## src/rtl/dataflow_rx_router.sv

```systemverilog
// Receive-side router: strips the HS sync pair and steers payload byte pairs to sink a or b.
// Optional RX_TRAIL_STRIP_EN adds a one-pair hold stage that drops the trailing pair of each burst.
module dataflow_rx_router #(
  parameter logic [7:0]  SYNC_BYTE = 8'hB8,
  parameter int unsigned SYNC_TO   = 16,
  parameter int unsigned CNT_W     = 16
) (
  input  logic             clk,
  input  logic             rst_n,
  input  logic             i_sel_req,
  input  logic             hs_data_en,
  input  logic [7:0]       byte_D1,
  input  logic [7:0]       byte_D0,
  input  logic [1:0]       lp0_in,
  output logic             o_sel,
  output logic [7:0]       byte_D1_a,
  output logic [7:0]       byte_D0_a,
  output logic             valid_a,
  output logic [7:0]       byte_D1_b,
  output logic [7:0]       byte_D0_b,
  output logic             valid_b,
  output logic             o_burst_done,
  output logic [CNT_W-1:0] o_burst_len,
  output logic             o_sot_err
);

  localparam int unsigned TO_W    = $clog2(SYNC_TO + 1);
  localparam logic [1:0]  S_IDLE  = 2'd0;
  localparam logic [1:0]  S_WAIT  = 2'd1;
  localparam logic [1:0]  S_DATA  = 2'd2;
  localparam logic [1:0]  S_END   = 2'd3;
  localparam logic [1:0]  LP_STOP = 2'b11;

  logic [1:0]       state_q, state_d;
  logic             sel_q, sel_d;
  logic [7:0]       d1_a_q, d1_a_d, d0_a_q, d0_a_d;
  logic [7:0]       d1_b_q, d1_b_d, d0_b_q, d0_b_d;
  logic             valid_a_q, valid_a_d, valid_b_q, valid_b_d;
  logic             done_q, done_d;
  logic [CNT_W-1:0] len_q, len_d;
  logic             err_q, err_d;
  logic [TO_W-1:0]  to_cnt_q, to_cnt_d;
  logic [CNT_W-1:0] cnt_q, cnt_d;
`ifdef RX_TRAIL_STRIP_EN
  logic [15:0]      hold_q, hold_d;
  logic             hold_vld_q, hold_vld_d;
`endif

  // Forwarding path and lane-match helpers
  logic             fwd_en;
  logic [7:0]       fwd_d1, fwd_d0;
  logic             match1, match0;
  logic [TO_W-1:0]  to_next;
  logic [CNT_W-1:0] cnt_inc;

  always_ff @(posedge clk) begin
    if (!rst_n) begin
      state_q    <= S_IDLE;
      sel_q      <= 1'b0;
      d1_a_q     <= 8'd0;
      d0_a_q     <= 8'd0;
      d1_b_q     <= 8'd0;
      d0_b_q     <= 8'd0;
      valid_a_q  <= 1'b0;
      valid_b_q  <= 1'b0;
      done_q     <= 1'b0;
      len_q      <= '0;
      err_q      <= 1'b0;
      to_cnt_q   <= '0;
      cnt_q      <= '0;
`ifdef RX_TRAIL_STRIP_EN
      hold_q     <= 16'd0;
      hold_vld_q <= 1'b0;
`endif
    end else begin
      state_q    <= state_d;
      sel_q      <= sel_d;
      d1_a_q     <= d1_a_d;
      d0_a_q     <= d0_a_d;
      d1_b_q     <= d1_b_d;
      d0_b_q     <= d0_b_d;
      valid_a_q  <= valid_a_d;
      valid_b_q  <= valid_b_d;
      done_q     <= done_d;
      len_q      <= len_d;
      err_q      <= err_d;
      to_cnt_q   <= to_cnt_d;
      cnt_q      <= cnt_d;
`ifdef RX_TRAIL_STRIP_EN
      hold_q     <= hold_d;
      hold_vld_q <= hold_vld_d;
`endif
    end
  end

  always_comb begin
    state_d   = state_q;
    sel_d     = sel_q;
    d1_a_d    = 8'd0;
    d0_a_d    = 8'd0;
    d1_b_d    = 8'd0;
    d0_b_d    = 8'd0;
    valid_a_d = 1'b0;
    valid_b_d = 1'b0;
    done_d    = 1'b0;
    len_d     = len_q;
    err_d     = 1'b0;
    to_cnt_d  = to_cnt_q;
    cnt_d     = cnt_q;
    fwd_en    = 1'b0;
    fwd_d1    = 8'd0;
    fwd_d0    = 8'd0;
`ifdef RX_TRAIL_STRIP_EN
    hold_d     = hold_q;
    hold_vld_d = hold_vld_q;
`endif
    match1  = (byte_D1 == SYNC_BYTE);
    match0  = (byte_D0 == SYNC_BYTE);
    to_next = to_cnt_q + TO_W'(1);
    cnt_inc = (cnt_q == {CNT_W{1'b1}}) ? cnt_q : cnt_q + CNT_W'(1);

    case (state_q)
      S_IDLE: begin
        to_cnt_d = '0;
        if (lp0_in == LP_STOP) sel_d = i_sel_req;
        if (hs_data_en) state_d = S_WAIT;
      end
      S_WAIT: begin
        to_cnt_d = to_next;
        if (!hs_data_en) begin
          state_d = S_IDLE;
        end else if (match1 && match0) begin
          state_d = S_DATA;
          cnt_d   = '0;
`ifdef RX_TRAIL_STRIP_EN
          hold_vld_d = 1'b0;
`endif
        end else if (match1 ^ match0) begin
          state_d = S_END;
          err_d   = 1'b1;
        end else if (to_next == TO_W'(SYNC_TO)) begin
          state_d = S_END;
          err_d   = 1'b1;
        end
      end
      S_DATA: begin
        if (hs_data_en) begin
`ifdef RX_TRAIL_STRIP_EN
          // Forward the previous pair; the newest one waits in case it is the trailer
          hold_d     = {byte_D1, byte_D0};
          hold_vld_d = 1'b1;
          if (hold_vld_q) begin
            fwd_en = 1'b1;
            fwd_d1 = hold_q[15:8];
            fwd_d0 = hold_q[7:0];
            cnt_d  = cnt_inc;
          end
`else
          fwd_en = 1'b1;
          fwd_d1 = byte_D1;
          fwd_d0 = byte_D0;
          cnt_d  = cnt_inc;
`endif
        end else begin
          state_d = S_END;
          done_d  = 1'b1;
          len_d   = cnt_q;
`ifdef RX_TRAIL_STRIP_EN
          hold_vld_d = 1'b0;
`endif
        end
      end
      S_END: begin
        if (lp0_in == LP_STOP) state_d = S_IDLE;
      end
      default: state_d = S_IDLE;
    endcase

    if (fwd_en) begin
      if (sel_q) begin
        d1_b_d    = fwd_d1;
        d0_b_d    = fwd_d0;
        valid_b_d = 1'b1;
      end else begin
        d1_a_d    = fwd_d1;
        d0_a_d    = fwd_d0;
        valid_a_d = 1'b1;
      end
    end
  end

  assign o_sel        = sel_q;
  assign byte_D1_a    = d1_a_q;
  assign byte_D0_a    = d0_a_q;
  assign valid_a      = valid_a_q;
  assign byte_D1_b    = d1_b_q;
  assign byte_D0_b    = d0_b_q;
  assign valid_b      = valid_b_q;
  assign o_burst_done = done_q;
  assign o_burst_len  = len_q;
  assign o_sot_err    = err_q;

endmodule

```

## config.mk

```make
export PLATFORM = sky130hd
export DESIGN_NAME = dataflow_rx_router
export DESIGN_NICKNAME = d
export VERILOG_FILES = /design/src/rtl/dataflow_rx_router.sv
export SDC_FILE = /design/constraint.sdc
export NUM_CORES = 1
export LEC_CHECK = 0
export CORE_ASPECT_RATIO = 1.2
export CORE_MARGIN = 2
export CORE_UTILIZATION = 35
export DETAILED_ROUTE_END_ITERATION = 16
export PLACE_DENSITY = 0.7
export SLEW_MARGIN = 25
export SYNTH_ARGS = -nofsm -noshare
export SYNTH_HDL_FRONTEND = slang
export SYNTH_SLANG_ARGS = --single-unit
```

## constraint.sdc

```tcl
create_clock -name clk -period 6.3 [get_ports clk]
set_clock_uncertainty 0.1 [all_clocks]
set_input_delay 0.945 -clock clk [delete_from_list [all_inputs] [get_ports clk]]
set_output_delay 0.945 -clock clk [all_outputs]
set_load 0.02 [all_outputs]
```

==> results of run 1 <==
-- metrics by stage --
step           hold slack [ps]  instances  util, %   power, W  cell area (sq um)
6_report                 357.3        509    49.32  0.0009564               4021
5_1_grt                  383.2        509    49.32  0.0009840               4021
4_1_cts                  361.7        509    49.29  0.0009650               4019
3_5_place_dp             351.3        494    46.36  0.0005234               3780
3_3_place_gp             347.9        494    46.36  0.0005234               3780
2_1_floorplan            349.5        322        -  0.0005039               2964
-- metal layers --
metal  vias up  wire length (um)  track usage (%)
met1      1177              3110            19.63
met4         0               158            8.225
met3        14               469            3.081
met2       102              3223            24.95
met5         -                 0                0
li1       1267                 -                -
-- power by group --
group          switching (W)  internal (W)  total (W)
combinational      0.0000136     0.0000160  0.0000296
clock               0.000172      0.000272   0.000444
sequential        0.00000202      0.000481   0.000483
-- synth_stat cells, drive strengths merged, types with 2 or more instances --
library cell and n:
a2111o 2, a211oi 7, a21oi 24, a22oi 3, a31oi 4, and2 34, and3 4, and4 4
buf 7, clkbuf 10, dfxtp 76, ha 3, inv 4, mux2 3, mux2i 8, nand2 52
nand2b 5, nand3 8, nand4 3, nand4b 4, nor2 13, nor3 3, nor4 4, o21ai 10
o311ai 2, o41ai 3, or3 10
-- layout make-up --
cell class	instances	area, sq um
flip-flops and latches	76	1521
inverters	4	15.01
fillers	788	4131
well taps	114	142.6
repair buffers	75	748.2
clock inverters	4	97.59
clock buffers	11	141.4
multi-input cells	225	1355
-- cell families after synthesis --
group	count (synthesis)	share of synthesized area [%]
adder cells (fa/ha/maj)	3	1.266
AND/OR/NAND/NOR	148	26.38
AO/OA/AOI/OAI	63	13.97
multiplexers	11	3.841
buffers and inverters	21	3.208
flip-flops	76	51.33
-- worst max-delay path: stages --
cell and delay, ps:
clkdlybuf4s50_1 430, nand2b_1 150, nor4_1 390, ha_1 300, and4b_1 550, o21bai_2 250
or4_1 500, a21oi_1 160
-- registers in the layout, indices dropped and copies added, names as in the netlist, named ones only --
name and flops:
byte_D1_b 8, cnt_q 16, o_burst_done 1, state_q 1, byte_D0_b 8, to_cnt_q 5
byte_D1_a 8, o_burst_len 16, o_sot_err 1, valid_a 1, byte_D0_a 8, o_sel 1
valid_b 1
-- worst max-delay path by stage --
stage	slack, ps	depth (start not counted)	to	start
after floorplan	3590	7	cnt_q[10]	byte_D1[0]
after global placement	2500	8	cnt_q[10]	byte_D0[0]
after detailed placement	2410	8	cnt_q[10]	byte_D0[0]
after CTS	2770	8	cnt_q[10]	byte_D0[0]
after global routing	2540	8	cnt_q[10]	byte_D0[0]
final	2800	8	cnt_q[10]	byte_D0[0]
==> results.cfg, run 1 <==
[status]
outcome = finished clean

[critical_path]
crit_fanout = 15
r2r_end = cnt_q[10]
worstPathArrival_ps = 3670
required_ps = 6470
critPathLaunchType = input pin
ff2ff_setup_slack_ps = 4030
end_kind = register
ff2ff_path_depth = 4
critPathKind = in2reg
worstReg2RegStart = state_q[0]

[synth]
synth_top_flop_cell = dfxtp_1
ys_ff_latch = 76
async_flop_share_pct = 0
seq_area_frac_synth_pct = 51.33
synthesis.area_sq_um = 2964
yosysTopAreaCellShare_pct = 51.33
synth_area_leaders = dfxtp_1 (51%), and2_1 (7.2%), nand2_1 (6.6%)
synth_top_cell_by_area = dfxtp_1
yosys_warnings = 0
syn-instance-count = 322
synth_nets = 347
syn_area_per_cell_sq_um = 9.205
synth-edff-count = 0
ys_types = 44

[timing]
timing.setup.tns_ps = 0
fin_crit_ps = 3499
fmax_mhz = 285.8
tightest_slew_ps = 961.1
relSlewSlack_pct = 35.86
layout_setup_ws_ps = 2801
hold_viol_final = 0
rsz0062_at_grt = no
fin_crit_sh_pct = 55.54
finalSetupViolCount = 0
drv_slew = 0

[power]
p_per_area_nw_per_um2 = 237.8
vdd_drop_max_mv = 0.1334
leakage_nw = 1.377

[route]
drt_wl_total_um = 6961
drt.antenna.violating_nets = 0
drc = 0
dr.pass1.iters = 4
first_iter_violations = 113
avgRoutedWirePerCell_um = 13.68
viasPerCell = 5.029
vias = 2560

[floorplanning]
die-height_um = 104.8
core-area_sq_um = 8153
num_rows = 36
die_w_um = 88.01
die-area_sq_um = 9224
ios = 75
start_util_pct = 36.36

[placed_design]
dpl_worst_slack_ps = 2413
place_congestion = 0.8198
post-dp-hpwl_um = 4822
port_buffers = 74

[final_layout]
final_cell_mix = dfxtp_1 (76), clkdlybuf4s50_1 (74), nand2_1 (52)
syn_to_final_growth_pct = 35.67
diodes = 0
drive_gt1_share_pct = 6.329
layout_commonest_cell = dfxtp_1
final_net_count = 416

[grt]
overflow = 0
grt_pass1_wl_um = 11340
grt_max_degree = 32
antenna_found_initial = 0
grt_pass1_vias = 2375
grt_util_all_layers_pct = 15.63

[flow_run]
maxCapViolations = 0

[clock_network]
cts-root-buf = clkbuf_8
cts_resized = 0
hold_buffers = 0
cts_tree = done
clock_path_buffers = 2
post_cts_buffers = 0
clk_latency_ps = 350
cts_max_level = 3
cts_num_sinks = 76
clk_pin_slew_ps = 70
cts_buffers = 9

[min_path]
min_to = o_burst_len[9]
hp-class = reg2reg
min_from = o_burst_len[9]
whs_path_depth = 2
No activity file was read; power rests on OpenSTA's default activity.
==> inputs of run 2 (changes only) <==
--- a/config.mk
+++ b/config.mk
@@ -9,7 +9,7 @@
 export CORE_MARGIN = 2
 export CORE_UTILIZATION = 35
 export DETAILED_ROUTE_END_ITERATION = 16
-export PLACE_DENSITY = 0.7
+export PLACE_DENSITY = 0.73
 export SLEW_MARGIN = 25
 export SYNTH_ARGS = -nofsm -noshare
 export SYNTH_HDL_FRONTEND = slang
==> constraint.sdc (replaced) <==
create_clock -name clk -period 3 [get_ports clk]
set_clock_uncertainty 0.1 [all_clocks]
set_input_delay 0.45 -clock clk [delete_from_list [all_inputs] [get_ports clk]]
set_output_delay 0.45 -clock clk [all_outputs]
set_load 0.02 [all_outputs]
==> results.cfg, run 2 (synthesized netlist as in run 1, its figures left out) <==
[status]
outcome = finished clean

[timing]
drv_slew = 0
timing.setup.tns_ps = 0
hold_viol_final = 0
fin_crit_sh_pct = 87.33
tightest_slew_ps = 654.4
fin_crit_ps = 2620
rsz0062_at_grt = no
finalSetupViolCount = 0
relSlewSlack_pct = 56.38
fmax_mhz = 381.7

[power]
p_per_area_nw_per_um2 = 443.0
leakage_nw = 1.382
power_w = 0.001776
vdd_drop_max_mv = 0.2814

[critical_path]
ff2ff_setup_slack_ps = 890
max_stage_delay_ps = 440
critPathKind = in2reg
path_cells = clkdlybuf4s50_1 -> nand2b_1 -> nor4_1 -> buf_4 -> ha_1 -> and4b_1 -> o2111ai_1 -> or3_1 -> a21oi_1
r2r_end = cnt_q[14]
critical-path-top-delay-family = simple AND/OR/NAND/NOR gates
worstPathArrival_ps = 2800
end_kind = register
critPathBufInv = 2
crit_fanout = 6
ff2ff_path_depth = 6
required_ps = 3180
critPathLaunchType = input pin
critPathSlowestCell = clkdlybuf4s50_1

[final_layout]
syn_to_final_growth_pct = 35.25
diodes = 0
final_cell_mix = dfxtp_1 (76), clkdlybuf4s50_1 (74), nand2_1 (52)
final_net_count = 423
drive_gt1_share_pct = 7.940
layout_commonest_cell = dfxtp_1

[clock_network]
clk_latency_ps = 340
clock_path_buffers = 2
cts_resized = 0
post_cts_buffers = 0
cts_max_level = 3
cts-root-buf = clkbuf_8
hold_buffers = 0
cts_tree = done
cts_num_sinks = 76
clk_pin_slew_ps = 80
cts_buffers = 9

[route]
first_iter_violations = 152
drt_wl_total_um = 6760
vias = 2605
avgRoutedWirePerCell_um = 13.08
drt.antenna.violating_nets = 0
dr.pass1.iters = 4
viasPerCell = 5.039
drc = 0

[grt]
antenna_found_initial = 0
grt_pass1_wl_um = 11320
grt_pass1_vias = 2572
grt_max_degree = 20
overflow = 0
grt_util_all_layers_pct = 15.15

[floorplanning]
core-area_sq_um = 8153
num_rows = 36
die-height_um = 104.8
die-area_sq_um = 9224
die_w_um = 88.01
start_util_pct = 36.36
ios = 75

[min_path]
whs_path_depth = 2
min_to = o_burst_len[9]
hp-class = reg2reg
min_from = o_burst_len[9]

[flow_run]
maxCapViolations = 0

[placed_design]
port_buffers = 74
place_congestion = 0.9058
post-dp-hpwl_um = 4835
run 2: cell types whose count changed in the layout (fill, tap and decap cells not counted), sizes merged:
cell      before  now
clkinv         0    1
buf            1    8
bufinv         3    0
clkinvlp       1    3
clkbuf        11    9
inv            4    7
run 2: layer usage:
layer,up-vias,global-route usage (%),share of wire [%],wire length [um]
met5,-,0,0,0
met4,0,6.710,1.7,114
li1,1290,-,-,-
met3,11,4.581,7.8,526
met2,106,24.73,46,3131
met1,1198,18.08,44,2988
run 2: layout make-up:
cell class	count	area, sq um
timing repair buffer	82	800.8
inverter	4	15.01
clock buffer	9	123.9
multi-input combinational	225	1348
fill	779	4144
tap	114	142.6
clock inverter	7	57.56
sequential	76	1521
run 2: through the flow:
stage	std cells	setup slack (ps)	area (sq um)	utilization (%)	hold WS [ps]
5_1_grt	517	164.6	4009	49.17	377.7
3_5_place_dp	501	26.90	3827	46.95	349.2
6_report	517	380.2	4009	49.17	358.5
3_3_place_gp	501	96.76	3827	46.95	346.6
2_1_floorplan	322	789.3	2964	-	349.5
4_1_cts	517	395.3	4009	49.17	363.1
run 2: worst max path at each step:
stage,from,to,slack (ps),cells past startpoint
floorplan,byte_D1[0],cnt_q[10],790,7
global placement,byte_D1[0],cnt_q[10],100,8
detailed placement,byte_D1[0],cnt_q[11],30,8
CTS,byte_D1[0],cnt_q[10],400,8
global route,byte_D0[0],cnt_q[9],160,10
finish,byte_D0[0],cnt_q[11],380,9
run 2: power by group:
group	leakage, nW	switching (W)	internal, W
logic	0.686	0.0000289	0.0000345
registers	0.612	0.00000429	0.00101
clock network	0.0829	0.000389	0.000309
total	1.38	0.000422	0.00135
run 2: worst register-to-register path: stages, from the launching register on:
cell and delay [ps]:
dfxtp_1 650, and4b_1 310, buf_4 170, buf_4 130
nor2_2 340, o311ai_0 220, o41ai_1 90
==> inputs of run 3 (changes only) <==
--- a/config.mk
+++ b/config.mk
@@ -5,6 +5,7 @@
 export SDC_FILE = /design/constraint.sdc
 export NUM_CORES = 1
 export LEC_CHECK = 0
+export ABC_AREA = 0
 export CORE_ASPECT_RATIO = 1.2
 export CORE_MARGIN = 2
 export CORE_UTILIZATION = 35
@@ -14,3 +15,4 @@
 export SYNTH_ARGS = -nofsm -noshare
 export SYNTH_HDL_FRONTEND = slang
 export SYNTH_SLANG_ARGS = --single-unit
+export TNS_END_PERCENT = 10
==> results of run 3 <==
Same layout as run 2: the final DEF is identical, and so are final timing and power.
==> patch (config.mk and constraints of run 3) <==
Change the parameter `SYNC_TO` from 16 to 8.
--- a/src/rtl/dataflow_rx_router.sv
+++ b/src/rtl/dataflow_rx_router.sv
@@ -4,3 +4,3 @@
   parameter logic [7:0]  SYNC_BYTE = 8'hB8,
-  parameter int unsigned SYNC_TO   = 16,
+  parameter int unsigned SYNC_TO   = 8,
   parameter int unsigned CNT_W     = 16
Behaviour: not the same (Yosys sat finds a counterexample within 10 cycles, from zero or initial values and one cycle with rst_n low).
==> patch against run 3 <==
Routed wire length fell by 0.27%; critical endpoint is now cnt_q[8]; synthesized cell count fell by 3.7%; critical path type unchanged; cell area fell by 1.0%; via count fell by 3.6%; sequential cell count fell by 1; register-to-register slack got worse by 0.09 ns; area after synthesis fell by 2.8%; total power rose by 4.1%; setup slack got worse by 0.12 ns.
==> patch: results (changes against run 3) <==
outcome complete, no violations; Root Buffer Master clkbuf_8; Leakage Power 1.43 nW (+3.7%); first-pass GRT wire length 10.8 mm (-4.9%); Critical Path AT 2.92 ns (+0.12 ns); most frequent cells after synthesis dfxtp_1 (75), nand2_1 (52), and2_1 (33); relative max-transition margin 0.382 (-0.182); ant diodes 0 (unchanged); worst vdd ir 228 µV (-19%); IO buf count 74 (unchanged); Nets 418 (-1.2%); Yosys warning count 0 (unchanged); vias per cell 5.09 (+1.0%); fin. max-slew vios 0 (unchanged); CTS clk-pin slew, worst paths 0.08 ns (about the same); Hold Buf Count CTS 0 (unchanged); Crit Path Max Fanout 10 (+4); vias in the first global route 2,309 (-10%); sequential cell area fraction in the yosys report 0.521 (+0.00776); global-route usage over all layers 0.153 (+0.00111); CTS max path bufs 2 (unchanged); 1st-pass router iterations 4 (unchanged); share of cells above drive strength 1 0.0905 (+0.0110); top post-synthesis cells by area dfxtp_1 (52%), and2_1 (7.2%), nand2_1 (6.8%); DP HPWL 4.87 mm (+0.64%); Async SR Flop Fraction 0 (unchanged); Reg2Reg Setup Slack 0.80 ns (-0.09 ns); post_cts resized 0 (unchanged); H-tree lvl count 3 (unchanged); Distinct cells, synth 45 (+2.3%); fin cells 493 (-4.6%); largest net degree at the start of global routing 19 (-5.0%); Final Routed Wirelength 6.74 mm (-0.27%); CTS buffer count 9 (unchanged); DR iter-0 viols 72 (-53%); syn_nets 335 (-3.5%); Placed Area 3770 µm² (-1.6%); hold slack 0.360 ns (+0.00149 ns); Synth Instances 310 (-3.7%); DP Cell Count 477 (-4.8%); Final GP Congestion 0.907 (+0.11%); Tightest Hold Check Type flip-flop to flip-flop
==> patch: final cells by class <==
cell class / instances / area (µm²)
Clock buffer: 10 / 138
Inverter: 5 / 18.8
Multi-Input combinational cell: 213 / 1270
Timing Repair Buffer: 89 / 853
Fill cell: 747 / 4090
Clock inverter: 6 / 63.8
Sequential cell: 75 / 1500
Tap cell: 95 / 119
==> patch: cells by family after synthesis <==
family / synth area share
AO/OA/AOI/OAI: 0.119
XOR/XNOR: 0.00304
adder cells (fa/ha/maj): 0.0130
buffers and inverters: 0.0365
flip-flops: 0.521
multiplexers: 0.0356
AND/OR/NAND/NOR: 0.271
==> patch: routing by layer <==
metal | GRT usage | routed length, µm | vias to the layer above
met3 | 0.0333 | 416 | 10
met5 | 0 | 0 | -
met2 | 0.265 | 3240 | 98
li1 | - | - | 1236
met4 | 0.0649 | 119 | 0
met1 | 0.182 | 2960 | 1166
==> patch: worst paths after layout <==
check | start | to | cells past startpoint
max | byte_D1[6] | cnt_q[8] | 8
min | o_burst_len[14] | o_burst_len[14] | 2
max reg2reg | state_q[0] | cnt_q[4] | 4
min reg2reg | o_burst_len[14] | o_burst_len[14] | 2
==> patch: through the flow <==
step	power, mW	worst slack, ns
final	1.85	0.258
after global routing	1.91	0.122
after CTS	1.87	0.217
after detailed placement	1.09	-0.151
after global placement	1.09	-0.0343
after floorplan	1.05	0.620
==> patch: worst max-delay path, stage by stage <==
cell	delay (ns)
clkdlybuf4s50_1	0.45
nand2b_1	0.17
nor4_1	0.36
ha_1	0.33
nand4b_4	0.13
a211o_4	0.40
or4_1	0.49
a21oi_1	0.15
==> patch: where the power goes <==
group,switching (mW),internal (mW),total (mW)
clock network,0.374,0.406,0.780
logic,0.0305,0.0375,0.0680
registers,0.00398,0.997,1.00
